[src/rtl/pll_lock_counter_if.sv]
// Handshake/bus bundle for pll_lock_counter: lock/count controls in, count/status out.
interface pll_lock_counter_if #(
   parameter int WIDTH = 4
);
   logic             lock;
   logic             clken;
   logic             up_dn;
   logic             load;
   logic [WIDTH-1:0] load_val;
   logic             clr_lost;
   logic [WIDTH-1:0] q;
   logic             locked;
   logic             tc;
   logic             lock_lost;

   // Master drives the controls and observes the counter.
   modport master (
      output lock, clken, up_dn, load, load_val, clr_lost,
      input  q, locked, tc, lock_lost
   );

   // Slave is the counter itself.
   modport slave (
      input  lock, clken, up_dn, load, load_val, clr_lost,
      output q, locked, tc, lock_lost
   );
endinterface

[src/rtl/pll_lock_counter.sv]
// Lock-qualified up/down counter. It sits in the PLL output clock domain and
// only counts after the synchronised PLL lock has been high for LOCK_CYCLES
// consecutive samples. It provides load, wrap/saturate, a terminal-count pulse
// and a sticky lock-loss flag.
module pll_lock_counter #(
   parameter int WIDTH       = 4,
   parameter int LOCK_CYCLES = 16,
   parameter int SATURATE    = 0
) (
   input logic              clk,
   input logic              rst,
   pll_lock_counter_if.slave bus
);

   localparam int                SW          = $clog2(LOCK_CYCLES) + 1;
   localparam logic [SW-1:0]     SETTLE_LAST = SW'(LOCK_CYCLES - 1);
   localparam logic [WIDTH-1:0]  ALL_ONES    = '1;

   typedef enum logic [1:0] {
      UNLOCKED = 2'd0,
      SETTLING = 2'd1,
      LOCKED   = 2'd2
   } state_t;

   state_t           r_state, w_state_nxt;
   logic [SW-1:0]    r_settle, w_settle_nxt;
   logic             r_lock_m, r_lock_s;
   logic             r_scken;
   logic [WIDTH-1:0] r_q, w_q_nxt;
   logic             r_tc, w_tc_nxt;
   logic             r_lost;
   logic             w_locked, w_lose, w_count, w_at_limit;

   // Two-flop synchroniser; the raw lock is asynchronous to the PLL clock.
   always_ff @(posedge clk or negedge rst) begin
      if (!rst) begin
         r_lock_m <= 1'b0;
         r_lock_s <= 1'b0;
      end else begin
         r_lock_m <= bus.lock;
         r_lock_s <= r_lock_m;
      end
   end

   // FSM state register together with its settle counter.
   always_ff @(posedge clk or negedge rst) begin
      if (!rst) begin
         r_state  <= UNLOCKED;
         r_settle <= '0;
      end else begin
         r_state  <= w_state_nxt;
         r_settle <= w_settle_nxt;
      end
   end

   // Next state: any low sample before qualification completes restarts it.
   always_comb begin
      w_state_nxt  = r_state;
      w_settle_nxt = r_settle;
      case (r_state)
         UNLOCKED: begin
            if (r_lock_s) begin
               w_state_nxt  = SETTLING;
               w_settle_nxt = SW'(1);
            end
         end
         SETTLING: begin
            if (!r_lock_s) begin
               w_state_nxt  = UNLOCKED;
               w_settle_nxt = '0;
            end else if (r_settle == SETTLE_LAST) begin
               w_state_nxt  = LOCKED;
            end else begin
               w_settle_nxt = r_settle + SW'(1);
            end
         end
         LOCKED: begin
            if (!r_lock_s) begin
               w_state_nxt  = UNLOCKED;
               w_settle_nxt = '0;
            end
         end
         default: begin
            w_state_nxt  = UNLOCKED;
            w_settle_nxt = '0;
         end
      endcase
   end

   // FSM outputs: qualified lock, the lock-drop event and the count strobe.
   always_comb begin
      w_locked = (r_state == LOCKED);
      w_lose   = (r_state == LOCKED) && !r_lock_s;
      w_count  = r_scken && (r_state == LOCKED);
   end

   // Next counter value and terminal count. Load beats count beats hold.
   always_comb begin
      w_q_nxt    = r_q;
      w_tc_nxt   = 1'b0;
      w_at_limit = bus.up_dn ? (r_q == ALL_ONES) : (r_q == '0);
      if (bus.load) begin
         w_q_nxt = bus.load_val;
      end else if (w_count) begin
         w_tc_nxt = w_at_limit;
         if (!(w_at_limit && (SATURATE != 0)))
            w_q_nxt = bus.up_dn ? r_q + WIDTH'(1) : r_q - WIDTH'(1);
      end
   end

   // Counter, terminal-count pulse and registered count enable.
   always_ff @(posedge clk or negedge rst) begin
      if (!rst) begin
         r_q     <= '0;
         r_tc    <= 1'b0;
         r_scken <= 1'b0;
      end else begin
         r_q     <= w_q_nxt;
         r_tc    <= w_tc_nxt;
         r_scken <= w_locked && bus.clken;
      end
   end

   // Sticky lock-loss flag; a new loss beats a simultaneous clear.
   always_ff @(posedge clk or negedge rst) begin
      if (!rst)
         r_lost <= 1'b0;
      else if (w_lose)
         r_lost <= 1'b1;
      else if (bus.clr_lost)
         r_lost <= 1'b0;
   end

   assign bus.q         = r_q;
   assign bus.locked    = w_locked;
   assign bus.tc        = r_tc;
   assign bus.lock_lost = r_lost;

endmodule

[src/flat_wrapper.sv]
// flat-port wrapper written by rule: the top's interface ports become plain ports
module pll_lock_counter_flat 
#(
   parameter int WIDTH       = 4,
   parameter int LOCK_CYCLES = 16,
   parameter int SATURATE    = 0
)
  (clk, rst, bus_lock, bus_clken, bus_up_dn, bus_load, bus_load_val, bus_clr_lost, bus_q, bus_locked, bus_tc, bus_lock_lost);
  pll_lock_counter_if #(.WIDTH(WIDTH)) bus_i ();
  input logic clk;
  input logic rst;
  input wire logic [$bits(bus_i.lock)-1:0] bus_lock;
  input wire logic [$bits(bus_i.clken)-1:0] bus_clken;
  input wire logic [$bits(bus_i.up_dn)-1:0] bus_up_dn;
  input wire logic [$bits(bus_i.load)-1:0] bus_load;
  input wire logic [$bits(bus_i.load_val)-1:0] bus_load_val;
  input wire logic [$bits(bus_i.clr_lost)-1:0] bus_clr_lost;
  output wire logic [$bits(bus_i.q)-1:0] bus_q;
  output wire logic [$bits(bus_i.locked)-1:0] bus_locked;
  output wire logic [$bits(bus_i.tc)-1:0] bus_tc;
  output wire logic [$bits(bus_i.lock_lost)-1:0] bus_lock_lost;
  assign bus_i.lock = bus_lock;
  assign bus_i.clken = bus_clken;
  assign bus_i.up_dn = bus_up_dn;
  assign bus_i.load = bus_load;
  assign bus_i.load_val = bus_load_val;
  assign bus_i.clr_lost = bus_clr_lost;
  assign bus_q = bus_i.q;
  assign bus_locked = bus_i.locked;
  assign bus_tc = bus_i.tc;
  assign bus_lock_lost = bus_i.lock_lost;
  pll_lock_counter #(.WIDTH(WIDTH), .LOCK_CYCLES(LOCK_CYCLES), .SATURATE(SATURATE)) u_core (.clk(clk), .rst(rst), .bus(bus_i));
endmodule
[config.mk]
export PLATFORM = sky130hd
export DESIGN_NAME = pll_lock_counter_flat
export DESIGN_NICKNAME = d
export VERILOG_FILES = /design/src/rtl/pll_lock_counter_if.sv /design/src/rtl/pll_lock_counter.sv /design/src/flat_wrapper.sv
export SDC_FILE = /design/constraint.sdc
export NUM_CORES = 1
export LEC_CHECK = 0
export BUFFER_PORTS_ARGS = -buffer_cell sky130_fd_sc_hd__buf_2
export CAP_MARGIN = 20
export CORE_MARGIN = 2
export CORE_UTILIZATION = 30
export CTS_CLUSTER_SIZE = 28
export DETAILED_ROUTE_END_ITERATION = 12
export SYNTH_ARGS = -nofsm -noshare
export SYNTH_HDL_FRONTEND = slang
export SYNTH_SLANG_ARGS = --single-unit
[constraint.sdc]
create_clock -name clk -period 4.8 [get_ports clk]
set_clock_uncertainty 0.2 [all_clocks]
set_input_delay 0.96 -clock clk [delete_from_list [all_inputs] [get_ports clk]]
set_output_delay 0.96 -clock clk [all_outputs]
set_load 0.02 [all_outputs]
# After elaboration in Yosys (flattened, before gate mapping)
# Cells that the tools add are included.
# Widths: inputs -> output; s select.
# word_totals
ff_bits,16
latch_bits,0
mem_bits_rw,0
rom_bits,0
output_inout_bits,7
elab_cells,47
mem_count,0
# classes
n_addsub,3
multipliers,0
div,0
n_lt_le_gt_ge,0
eq_ne,8
shift,0
n_mux,18
bitwise,0
n_reduce_logical,10
# op_table
cell,count
$mux 5,4
$pmux 5 s3,1
$mux 4,3
$mux 2,4
$ne 3x3->1 const B,2
$pmux 2 s3,1
$reduce_and 3->1,2
$add 5x1->5 const B,1
$eq 5x4->1 const B,1
$mux 1,5
$add 4x1->4 const B,1
$eq 4x4->1 const B,1
$logic_not 4->1,1
$reduce_bool 2->1,2
$sub 4x1->4 const B,1
$logic_and 1x1->1,3
$eq 2x1->1 const B,1
$eq 2x2->1 const B,1
$logic_not 2->1,1
$ne 2x1->1 const B,1
$ne 2x2->1 const B,1
$logic_not 1->1,1

# Logic depth before layout (Yosys ltp)
# Gate-level depths: netlist of the first run.
# logic_depth
ltp_word,4
mapped_depth,8
depth_no_buf,7

# Worst setup path before layout of the first run
# No wires, ideal clock.
# synth_path
path_type,input to register
start,input port bus_up_dn
end,register u_core.r_q[2] (netlist: u_core.bus.q[2])
setup_ps,136
arrival_ps,1746
required_ps,4464
setup_slack_ps,2719
path_stages,6
path_buffers,0
cell_sequence,inv_1 fa_1 xnor2_1 nor2_1 a21oi_1 o21ai_0
# synth_between
elab_chain_cells,3
# synth_lines
element,line_no,rtl
start: declaration,flat_wrapper.sv:14,input wire logic [$bits(bus_i.up_dn)-1:0] bus_up_dn;
$mux 4,pll_lock_counter.sv:107,w_q_nxt = bus.up_dn ? r_q + WIDTH'(1) : r_q - WIDTH'(1);
$mux 4,pll_lock_counter.sv:104,end else if (w_count) begin
$mux 4,pll_lock_counter.sv:102,if (bus.load) begin
end signal: assignment,pll_lock_counter.sv:118,r_q <= w_q_nxt;
end: declaration,pll_lock_counter.sv:29,"logic [WIDTH-1:0] r_q, w_q_nxt;"
# Every way passes these cells. The select of a mux whose other input is x is not followed.
# A chain may end at the register's enable or synchronous reset.

# Worst setup path in the final report of the first run
# layout_path
start,register u_core.r_state[1]
end,output port bus_locked
# layout_between
elab_chain_cells,1
# layout_lines
element,line_no,rtl
start: declaration,pll_lock_counter.sv:25,"state_t r_state, w_state_nxt;"
start signal: assignment,pll_lock_counter.sv:51,r_state <= w_state_nxt;
$eq 2x2->1,pll_lock_counter.sv:92,w_locked = (r_state == LOCKED);
end: declaration,flat_wrapper.sv:19,output wire logic [$bits(bus_i.locked)-1:0] bus_locked;
# Every way passes these cells.

==> flow_metrics.py, run 1 <==
metrics = {
    "critical_path": {
        "reg2reg_depth": 7,
        "worstPathMaxFanout": 12,
        "r2r_end": "u_core.r_settle[3]",
        "critPathLaunch": "u_core.r_state[1]",
        "reg2reg_from": "u_core.r_settle[0]",
        "crit_required_ns": 3.64,
        "crit_arrival_ns": 1.38,
        "critPathKind": "reg2out",
        "cp-start-kind": "flip-flop",
        "endpoint_kind": "output port",
        "ff2ff_setup_slack_ns": 2.74,
    },
    "power": {
        "p_leak_nw": 0.5342,
        "fin_total_pwr_mw": 0.2921,
        "ir_drop_mv": 0.09828,
        "power.density_nw_per_um2": 268.9,
    },
    "sta": {
        "min_period_ns": 2.543,
        "rsz0062_at_grt": "no",
        "worst_pin_slew_ns": 0.4068,
        "hold_violations": 0,
        "whs_ns": 0.1586,
        "setup_violations": 0,
        "period_share": 0.5297,
        "tns_ns": 0,
        "finalMaxSlewViolations": 0,
        "fmax_mhz": 393.3,
        "worst_slack_ns": 2.257,
        "maxSlewHeadroom": 0.7288,
    },
    "clock_tree": {
        "cts_made_buffers": 3,
        "cts_hold_buf": 0,
        "cts_tree": "yes",
        "clkSinkCount": 16,
        "clkSlewWorstSetupHoldPaths_ns": 0.10,
        "cts_resized": 0,
        "cts_root_buffer": "clkbuf_4",
        "clk_latency_ns": 0.30,
        "clockBufferDepth": 2,
        "htree_levels": 1,
        "post_cts_buffers": 0,
    },
    "hold_path": {
        "hold_end": "u_core.r_lock_s",
        "min_path_type": "reg2reg",
        "hold_path.startpoint": "u_core.r_lock_m",
        "hold_path_depth": 0,
    },
    "grt": {
        "grt_pass1_wl_mm": 2.898,
        "overflow": 0,
        "grt_pass1_vias": 651,
        "grt_max_degree": 17,
        "grt_usage": 0.1117,
        "antenna_found_initial": 0,
    },
    "die": {
        "core_um2": 3028,
        "die_area_um2": 3614,
        "ios": 18,
        "die_w_um": 60.12,
        "fp-row-count": 20,
        "die_y_um": 60.12,
        "initial_core_util": 0.3120,
    },
    "layout": {
        "fin_area_um2": 1086,
        "layoutNonFillerInstCount": 157,
        "final_common_cell": "buf_2",
        "syn_to_final_growth_pct": 14.97,
        "final_cell_mix": "buf_2 (17), dfrtp_1 (16), nand2_1 (10), o21ai_0 (8), a21oi_1 (6)",
        "fin_util": 0.3587,
        "diodes": 0,
        "drive_gt1_frac": 0.2212,
        "final_nets": 130,
    },
    "status": {
        "outcome": "finished, final reports clean",
    },
    "place": {
        "portBuffers": 17,
        "post-place-ws_ns": 2.483,
        "gp_congestion": 0.7807,
        "place_area_um2": 1050,
        "dp_hpwl_mm": 1.292,
        "dpl.cell_count": 153,
    },
    "job": {
        "drv_cap": 0,
    },
    "synth": {
        "ys_ff_latch": 16,
        "syn_avg_cell_area_um2": 9.739,
        "synth_top_cell_area_share": 0.4238,
        "synth_ff_type": "dfrtp_1",
        "synthesis.nets": 113,
        "async_reset_ff_frac": 1.000,
        "synth_largest_area_cell": "dfrtp_1",
        "netlist_area_um2": 944.7,
        "ys_seq_area_frac": 0.4238,
        "yosys-top-cells-area": "dfrtp_1 (42%), ha_1 (5.3%), o21ai_0 (4.2%)",
        "synth_edf_count": 0,
        "netlist_instances": 97,
        "synth_cell_types": 35,
        "yosys_warnings": 0,
    },
    "drt": {
        "ant_nets": 0,
        "first_pass_iters": 4,
        "vias": 729,
        "wl_per_cell_um": 11.30,
        "wl_mm": 1.774,
        "drtIter0Drc": 19,
        "drc": 0,
        "via_per_inst": 4.643,
    },
}
## worst max path at each step
stage	to	slack (ns)	depth (start not counted)
3_5_place_dp	u_core.bus.q[2]	2.48	7
5_1_grt	bus_locked	2.19	2
4_1_cts	bus_locked	2.27	2
3_3_place_gp	u_core.bus.q[2]	2.54	7
6_report	bus_locked	2.26	2
2_1_floorplan	u_core.bus.q[2]	2.72	6
## per-layer routing
layer	wire length (µm)	global-route usage	part of all wire
met1	871	0.1459	0.49
met2	800	0.1568	0.45
met3	48	0.03247	0.027
met4	53	0.07619	0.030
met5	0	0	0
## state kept, by name, summed over array words and instances, names as in the netlist
register,flops
u_core.r_lock_s,1
u_core.r_state,2
u_core.r_scken,1
u_core.bus.q,4
u_core.r_settle,5
u_core.bus.lock_lost,1
u_core.bus.tc,1
u_core.r_lock_m,1
## synth_stat cells, types with 3 or more instances
cell	number
nor2_1	5
dfrtp_1	16
mux2i_1	3
a21oi_1	6
nand3_1	3
ha_1	4
nand2_1	10
inv_1	4
o21ai_0	8
## power breakdown
group | switching (mW) | leakage, nW | internal, mW
Sequential | 0.0115 | 0.205 | 0.142
Clock | 0.0481 | 0.0210 | 0.0463
Combinational | 0.0233 | 0.308 | 0.0211
Total | 0.0829 | 0.534 | 0.209
## worst max-delay path: stages (launching register included)
cell and delay (ns):
dfrtp_1 0.60, and2b_2 0.30, buf_2 0.19
## kinds of logic (layout without fill, tap and decap cells)
group           Yosys count  after routing  synth area share
compound gates           22             22            0.1391
xor+xnor                  4              4           0.03709
fa+ha+maj                 5              5           0.07418
buf+inv                   9             25           0.05297
flops                    16             16            0.4238
mux                       3              3           0.03179
simple gates             38             38            0.2411
## layout make-up
cell class              count  area [µm²]
multi-input cells          72       494.2
repair buffers             17       85.08
inverters                   4       15.01
flip-flops and latches     16       400.4
well taps                  44       55.05
clock buffers               4       36.28
fillers                   335        1942
(Power assumes the default switching activity.)
==> run 2: changes to the inputs <==
- clock period: 4.8 -> 2.55 ns (I/O delays scaled with it)
==> run 2 against run 1 <==
  * Hold slack lost 0.018 ns
  * Die area unchanged
  * Wire length down 3.1%
  * Count of clock-buffer cells in the layout fell by 1
==> flow_metrics.py, run 2 (synthesis gave the netlist of run 1 again) <==
metrics = {
    "place": {
        "gp_congestion": 0.8188,
        "post-place-ws_ns": 0.5185,
        "place_area_um2": 1050,
        "portBuffers": 17,
        "dpl.cell_count": 153,
        "dp_hpwl_mm": 1.278,
    },
    "layout": {
        "largest_reg_flops": 5,
        "layoutNonFillerInstCount": 157,
        "final_nets": 131,
        "syn_to_final_growth_pct": 14.57,
        "largest-register": "u_core.r_settle",
        "fin_util": 0.3574,
        "multiInputGateArea_um2": 494.2,
        "fillerInstances": 317,
        "final_cell_mix": "buf_2 (17), dfrtp_1 (16), nand2_1 (10), o21ai_0 (8), a21oi_1 (6)",
        "fin_area_um2": 1082,
        "seqCellArea_um2": 400.4,
        "final_common_cell": "buf_2",
        "drive_gt1_frac": 0.2124,
        "diodes": 0,
    },
    "clock_tree": {
        "clkSinkCount": 16,
        "cts_root_buffer": "clkbuf_4",
        "cts_resized": 0,
        "cts_made_buffers": 3,
        "cts_tree": "yes",
        "clkSlewWorstSetupHoldPaths_ns": 0.08,
        "htree_levels": 1,
        "clockBufferDepth": 2,
        "clk_latency_ns": 0.27,
    },
    "sta": {
        "rsz0062_at_grt": "no",
        "whs_ns": 0.1409,
        "fmax_mhz": 491.6,
        "min_period_ns": 2.034,
        "finalMaxSlewViolations": 0,
        "worst_pin_slew_ns": 0.3810,
        "worst_slack_ns": 0.5160,
        "tns_ns": 0,
        "maxSlewHeadroom": 0.7460,
        "hold_violations": 0,
        "setup_violations": 0,
        "period_share": 0.7977,
    },
    "status": {
        "outcome": "finished, final reports clean",
    },
    "critical_path": {
        "endpoint_kind": "flip-flop",
        "cp-start-kind": "flip-flop",
        "crit_arrival_ns": 2.00,
        "worstPathMaxFanout": 7,
        "critPathKind": "reg2reg",
        "crit_required_ns": 2.52,
    },
    "die": {
        "core_um2": 3028,
        "initial_core_util": 0.3120,
        "ios": 18,
        "die_w_um": 60.12,
        "fp-row-count": 20,
        "die_y_um": 60.12,
        "die_area_um2": 3614,
    },
    "drt": {
        "ant_nets": 0,
        "drc": 0,
        "wl_per_cell_um": 10.95,
        "vias": 730,
        "first_pass_iters": 4,
        "via_per_inst": 4.650,
        "drtIter0Drc": 40,
        "wl_mm": 1.719,
    },
    "power": {
        "fin_total_pwr_mw": 0.4996,
        "p_leak_nw": 0.5312,
        "power.density_nw_per_um2": 461.6,
        "ir_drop_mv": 0.2003,
    },
    "grt": {
        "grt_pass1_wl_mm": 2.925,
        "grt_usage": 0.1077,
        "antenna_found_initial": 0,
        "grt_pass1_vias": 680,
        "grt_max_degree": 17,
        "overflow": 0,
    },
    "job": {
        "drv_cap": 0,
    },
    "hold_path": {
        "min_path_type": "in2reg",
    },
}
## run 2: critical path: stages (launching register included)
cell and delay, ns:
dfrtp_1 0.43, ha_1 0.23, and3_1 0.18, ha_1 0.26, and3b_2 0.22, o21a_1 0.18, mux2i_1 0.16, nand2_1 0.06
## run 2: final timing paths
path / slack (ns) / depth (start not counted) / end / startpoint
min: 0.14 / 1 / u_core.r_lock_m / bus_lock
max: 0.52 / 7 / u_core.r_settle[3] / u_core.r_settle[0]
max reg2reg: 0.52 / 7 / u_core.r_settle[3] / u_core.r_settle[0]
min reg2reg: 0.15 / 0 / u_core.r_lock_s / u_core.r_lock_m
max in group asynchronous: 1.42 / 2 / u_core.bus.tc / rst
min in group asynchronous: 0.47 / 2 / u_core.r_settle[1] / rst
## run 2: power breakdown
group | total (mW) | internal [mW] | switching [mW] | leakage (nW)
combinational | 0.0868 | 0.0412 | 0.0456 | 0.312
sequential | 0.288 | 0.267 | 0.0214 | 0.205
clock | 0.125 | 0.0547 | 0.0699 | 0.0138
total | 0.500 | 0.363 | 0.137 | 0.531
## run 2: final cells by class
class	count	share of cell area
Timing Repair Buffer	18	0.08786
Inverter	4	0.01387
Sequential cell	16	0.3699
Tap cell	44	0.05087
Multi-Input combinational cell	72	0.4566
Clock buffer	3	0.02081
## run 2: repair_timing
item                                    CTS  global route
buffers inserted                          0             0
hold buffers                              1             0
endpoints found under the hold margin    16             0
endpoints found under the setup margin    0             0
## run 2: metal layers
metal,global-route usage,vias to the layer above,routed length [µm]
li1,-,375,-
met1,0.1368,339,813
met2,0.1724,14,816
met3,0.03247,2,68
met5,0,-,0
met4,0.03810,0,21
